### src/rtl/logic_unit_arbiter.sv
// logic_unit_arbiter
// Two-requester round-robin front end for the 4-bit logic unit
// (op 00=AND, 01=OR, 10=XOR, 11=NOT a). One operation is in flight at a time.
// Operands and result are registered. Results return on a single
// valid/ready channel tagged with the requester ID. Saturating per-requester
// completion counters are kept for status readback.

module logic_unit_arbiter #(
  parameter int CNT_W = 8
) (
  input  logic             clk,
  input  logic             rst_n,
  input  logic             req0_valid,
  output logic             req0_ready,
  input  logic [3:0]       req0_a,
  input  logic [3:0]       req0_b,
  input  logic [1:0]       req0_op,
  input  logic             req1_valid,
  output logic             req1_ready,
  input  logic [3:0]       req1_a,
  input  logic [3:0]       req1_b,
  input  logic [1:0]       req1_op,
  output logic             rsp_valid,
  input  logic             rsp_ready,
  output logic [3:0]       rsp_result,
  output logic             rsp_id,
  output logic             busy,
  input  logic             cnt_clr,
  output logic [CNT_W-1:0] cnt0,
  output logic [CNT_W-1:0] cnt1
);

  typedef enum logic [1:0] {
    IDLE = 2'd0,
    EXEC = 2'd1,
    RESP = 2'd2
  } state_t;

  localparam logic [CNT_W-1:0] CNT_MAX = {CNT_W{1'b1}};

  // The shared combinational logic unit.
  function automatic logic [3:0] lu_eval(input logic [3:0] a,
                                         input logic [3:0] b,
                                         input logic [1:0] op);
    logic [3:0] r;
    case (op)
      2'b00:   r = a & b;
      2'b01:   r = a | b;
      2'b10:   r = a ^ b;
      2'b11:   r = ~a;
      default: r = 4'h0;
    endcase
    return r;
  endfunction

  state_t           state_r;
  logic             last_id_r;
  logic [3:0]       a_r;
  logic [3:0]       b_r;
  logic [1:0]       op_r;
  logic             rsp_valid_r;
  logic [3:0]       rsp_result_r;
  logic             rsp_id_r;
  logic             busy_r;
  logic [CNT_W-1:0] cnt0_r;
  logic [CNT_W-1:0] cnt1_r;

  logic             grant_id_s;
  logic             grant_valid_s;
  logic             idle_s;
  logic             req_hs_s;
  logic             rsp_hs_s;
  logic [3:0]       sel_a_s;
  logic [3:0]       sel_b_s;
  logic [1:0]       sel_op_s;

  // Round-robin pick: a lone requester wins; on contention the one not served last wins.
  always_comb begin
    grant_id_s = 1'b0;
    if (req0_valid && req1_valid) begin
      grant_id_s = ~last_id_r;
    end else if (req1_valid) begin
      grant_id_s = 1'b1;
    end else begin
      grant_id_s = 1'b0;
    end
  end

  // Operand mux follows the grant so only the winner's inputs are captured.
  always_comb begin
    sel_a_s  = req0_a;
    sel_b_s  = req0_b;
    sel_op_s = req0_op;
    if (grant_id_s) begin
      sel_a_s  = req1_a;
      sel_b_s  = req1_b;
      sel_op_s = req1_op;
    end else begin
      sel_a_s  = req0_a;
      sel_b_s  = req0_b;
      sel_op_s = req0_op;
    end
  end

  assign grant_valid_s = req0_valid | req1_valid;
  assign idle_s        = (state_r == IDLE);
  assign req_hs_s      = idle_s & grant_valid_s;
  assign rsp_hs_s      = rsp_valid_r & rsp_ready;

  assign req0_ready = idle_s & grant_valid_s & ~grant_id_s;
  assign req1_ready = idle_s & grant_valid_s & grant_id_s;

  // Control FSM: accept in IDLE, evaluate in EXEC, hold the response in RESP.
  always_ff @(posedge clk or negedge rst_n) begin
    if (!rst_n) begin
      state_r      <= IDLE;
      last_id_r    <= 1'b1;
      a_r          <= 4'h0;
      b_r          <= 4'h0;
      op_r         <= 2'b00;
      rsp_valid_r  <= 1'b0;
      rsp_result_r <= 4'h0;
      rsp_id_r     <= 1'b0;
      busy_r       <= 1'b0;
    end else begin
      case (state_r)
        IDLE: begin
          if (req_hs_s) begin
            a_r       <= sel_a_s;
            b_r       <= sel_b_s;
            op_r      <= sel_op_s;
            last_id_r <= grant_id_s;
            state_r   <= EXEC;
            busy_r    <= 1'b1;
          end else begin
            state_r   <= IDLE;
            busy_r    <= 1'b0;
          end
        end
        EXEC: begin
          rsp_result_r <= lu_eval(a_r, b_r, op_r);
          rsp_id_r     <= last_id_r;
          rsp_valid_r  <= 1'b1;
          state_r      <= RESP;
          busy_r       <= 1'b1;
        end
        RESP: begin
          if (rsp_hs_s) begin
            rsp_valid_r <= 1'b0;
            state_r     <= IDLE;
            busy_r      <= 1'b0;
          end else begin
            rsp_valid_r <= 1'b1;
            state_r     <= RESP;
            busy_r      <= 1'b1;
          end
        end
        default: begin
          rsp_valid_r <= 1'b0;
          state_r     <= IDLE;
          busy_r      <= 1'b0;
        end
      endcase
    end
  end

  // Saturating completion counters; a clear overrides a coincident increment.
  always_ff @(posedge clk or negedge rst_n) begin
    if (!rst_n) begin
      cnt0_r <= '0;
      cnt1_r <= '0;
    end else if (cnt_clr) begin
      cnt0_r <= '0;
      cnt1_r <= '0;
    end else if (rsp_hs_s) begin
      if (rsp_id_r == 1'b0) begin
        if (cnt0_r != CNT_MAX) begin
          cnt0_r <= cnt0_r + CNT_W'(1);
        end else begin
          cnt0_r <= cnt0_r;
        end
      end else begin
        if (cnt1_r != CNT_MAX) begin
          cnt1_r <= cnt1_r + CNT_W'(1);
        end else begin
          cnt1_r <= cnt1_r;
        end
      end
    end else begin
      cnt0_r <= cnt0_r;
      cnt1_r <= cnt1_r;
    end
  end

  assign rsp_valid  = rsp_valid_r;
  assign rsp_result = rsp_result_r;
  assign rsp_id     = rsp_id_r;
  assign busy       = busy_r;
  assign cnt0       = cnt0_r;
  assign cnt1       = cnt1_r;

endmodule

### config.mk
export PLATFORM = sky130hd
export DESIGN_NAME = logic_unit_arbiter
export DESIGN_NICKNAME = d
export VERILOG_FILES = /design/src/rtl/logic_unit_arbiter.sv
export SDC_FILE = /design/constraint.sdc
export NUM_CORES = 1
export LEC_CHECK = 0
export CAP_MARGIN = 10
export CELL_PAD_IN_SITES_DETAIL_PLACEMENT = 0
export CELL_PAD_IN_SITES_GLOBAL_PLACEMENT = 1
export CORE_ASPECT_RATIO = 0.75
export CORE_UTILIZATION = 40
export DETAILED_ROUTE_END_ITERATION = 8
export GPL_TIMING_DRIVEN = 0
export PLACE_DENSITY_LB_ADDON = 0.1
export SYNTH_ARGS = -nofsm -noshare
export SYNTH_HDL_FRONTEND = slang
export SYNTH_SLANG_ARGS = --single-unit
### constraint.sdc
create_clock -name clk -period 2.5 [get_ports clk]
set_clock_uncertainty 0.05 [all_clocks]
set_input_delay 0.25 -clock clk [delete_from_list [all_inputs] [get_ports clk]]
set_output_delay 0.25 -clock clk [all_outputs]
set_load 0.02 [all_outputs]
==> flow_summary.yaml <==
global_routing:
  antenna_found_initial: 0
  grt_first_pass_wirelength_um: 7610
  grt_max_degree: 37
  grtUsageTotal: 0.185
  grt_pass1_vias: 1573
  grt_overflow_total: 0
yosys:
  synthSimpleGateAreaFrac: 0.147
  synth_area_um2: 1990
  async_reset_ff_frac: 1.00
  synth_seq_cells: 36
  synth_top_area_share: 0.441
  yosysTopAreaCell: "dfrtp_1"
  synth.top_cells.by_count: "dfrtp_1 (35), inv_1 (28), nor2_1 (15)"
  synthTopCellsByArea: "dfrtp_1 (44%), ha_1 (8.8%), inv_1 (5.3%)"
  yosys.area_share.adder: 0.0881
  dominantRegCellSynth: "dfrtp_1"
  yosys_warnings: 0
  synth_top_family_by_area: "simple AND/OR/NAND/NOR gates"
  ys_types: 36
  syn_area_per_cell_um2: 10.7
  synth_cells: 185
  synth.area.mux_share: 0.100
  ys_seq_area_frac: 0.454
  synth-edff-count: 0
  yosysMostFrequentCell: "dfrtp_1"
  synthXorXnorAreaFrac: 0.0264
  synth-compound-area-share: 0.120
  synth_nets: 225
pwr:
  ir_drop_mv: 0.495
  total_power_mw: 2.28
  p_leak_nw: 1.25
  p_per_area_nw_per_um2: 861
timing:
  rsz0062_at_grt: "false"
  fmax_mhz: 474
  final-max-slew-violation-count: 0
  worst_slew_pin_slew_ps: 826
  period_share: 0.843
  slew_headroom: 0.449
  timing.hold.ws_ps: 9.06
  fin_crit_ps: 2110
  final-setup-viol-count: 0
  finalSetupTns_ps: 0
  final_hold_viol_count: 0
  fin_ws_ps: 392
die:
  ios: 51
  core_region_area_um2: 4620
  dieArea_um2: 5260
  die_width_um: 83.4
  die_y_um: 63.1
  start_util: 0.430
  row_count: 21
clock_tree:
  cts_num_sinks: 36
  postCtsSetupBuffers: 0
  htree_num_levels: 2
  clk_path_buf_depth: 2
  cts_tree: "done"
  cts_buffers: 5
  hold_buffers: 0
  clk_latency_ps: 280
  clockRootBuffer: "clkbuf_8"
  path_clk_slew_ps: 70
setup_path:
  r2r-start: "state_r[0]"
  required_ps: 2200
  cp.arrival_ps: 1810
  ff2ff_setup_slack_ps: 560
  critPathKind: "register to primary output"
  start_kind: "register"
  r2r_cells: 6
  crit_fanout: 10
  rr_endpoint: "b_r[1]"
  end_kind: "primary output"
routing:
  remaining_drc_errors: 0
  num_vias: 1602
  wl_per_cell_um: 15.0
  postRouteAntennaNets: 0
  wl_um: 4500
  viasPerCell: 5.34
  drtIter0Drc: 92
  first_pass_iters: 7
final_layout:
  n_fill_cell: 395
  areaGrowthSynthToFinish_pct: 33.1
  drive_gt1_frac: 0.119
  diodes: 0
  nNetsFinal: 282
placed_design:
  dp_hpwl_um: 3420
  portBuffers: 50
  gp_congestion: 0.729
  pre_cts_slack_ps: 84.0
run_status:
  outcome: "complete, no violations"
run:
  maxCapViolCount: 0
hold_path:
  hp-class: "primary input to asynchronous set/reset pin"
==> critical path, stage by stage, from the launching register on <==
cell and delay (ps):
dfrtp_1 400, inv_1 100, ha_1 230, nand2_1 80
a21oi_1 210, clkbuf_4 260, dlymetal6s2s_1 240
==> flip-flops by register name, indices dropped and copies added, names as in the netlist <==
signal / count
busy: 1
rsp_id: 1
rsp_result: 4
last_id_r: 1
b_r: 4
cnt1: 8
a_r: 4
cnt0: 8
rsp_valid: 1
op_r: 2
state_r: 2
==> how the worst max path moves through the flow <==
stage                    start    endpoint  slack [ps]  depth (start not counted)
floorplan              cnt0[0]     cnt0[4]         730                          4
global placement    req1_valid  req1_ready         110                          5
detailed placement  req1_valid  req1_ready          80                          5
CTS                 state_r[0]  req1_ready          30                          6
global route        state_r[0]  req0_ready         280                          6
finish              state_r[0]  req1_ready         390                          6
==> routing by layer <==
metal / track usage / up-vias / share of wire
met3: 0.0433 / 5 / 0.038
li1: - / 771 / -
met5: 0 / - / 0
met1: 0.242 / 786 / 0.48
met2: 0.309 / 40 / 0.48
met4: 0.0517 / 0 / 0.0078
==> stage by stage <==
step / utilization / instance area, um^2 / std cells
6_report: 0.572 / 2650 / 300
5_1_grt: 0.572 / 2650 / 300
4_1_cts: 0.571 / 2640 / 300
3_5_place_dp: 0.552 / 2550 / 292
3_3_place_gp: 0.554 / 2560 / 292
2_1_floorplan: - / 1990 / 185
==> cell families (layout without fill, tap and decap cells) <==
kind of cell,Yosys count,in the layout
AO/OA/AOI/OAI,28,28
XOR/XNOR,6,6
adder cells (fa/ha/maj),14,14
buffers and inverters,34,92
flip-flops,36,36
multiplexers,14,14
AND/OR/NAND/NOR,53,53
==> area by class of cell <==
type	count	area, um^2	area share
plain buffers	6	27.5	0.0104
clock buffers	7	76.3	0.0288
clock inverters	1	5.00	0.00189
inverters	28	105	0.0397
multi-input cells	115	958	0.362
flip-flops and latches	36	902	0.341
well taps	57	71.3	0.0270
repair buffers	50	500	0.189
==> power by group <==
part | internal, mW | switching, mW
clock network | 0.196 | 0.203
logic | 0.516 | 0.454
registers | 0.752 | 0.159
total | 1.46 | 0.816
==> timing repair <==
| action | 4_1_cts | 5_1_grt |
|---|---|---|
| setup endpoints to repair | 2 | 2 |
| endpoints found under the hold margin | 0 | 0 |
| pin swaps | 0 | 0 |
| resized for setup | 3 | 3 |
==> placed cells by master (no fill, tap or decap), types with 2 or more instances in the layout <==
master            n
ha_1             14
a222oi_1         10
a211oi_1          2
nand3_1           3
buf_2             2
clkbuf_8          5
dlymetal6s2s_1    2
nor2b_1           2
a21oi_1           7
xnor2_1           4
clkbuf_1          6
dfrtp_1          35
nand2_1           9
clkdlybuf4s50_1  47
mux2_2            7
nand2b_1          3
mux4_2            4
nor3_1            3
inv_1            28
and3_1            3
xor2_1            2
mux2i_1           3
nor2_1           15
o21ai_0           4
nand4_1           6
Power figures use the tool's default switching activity.
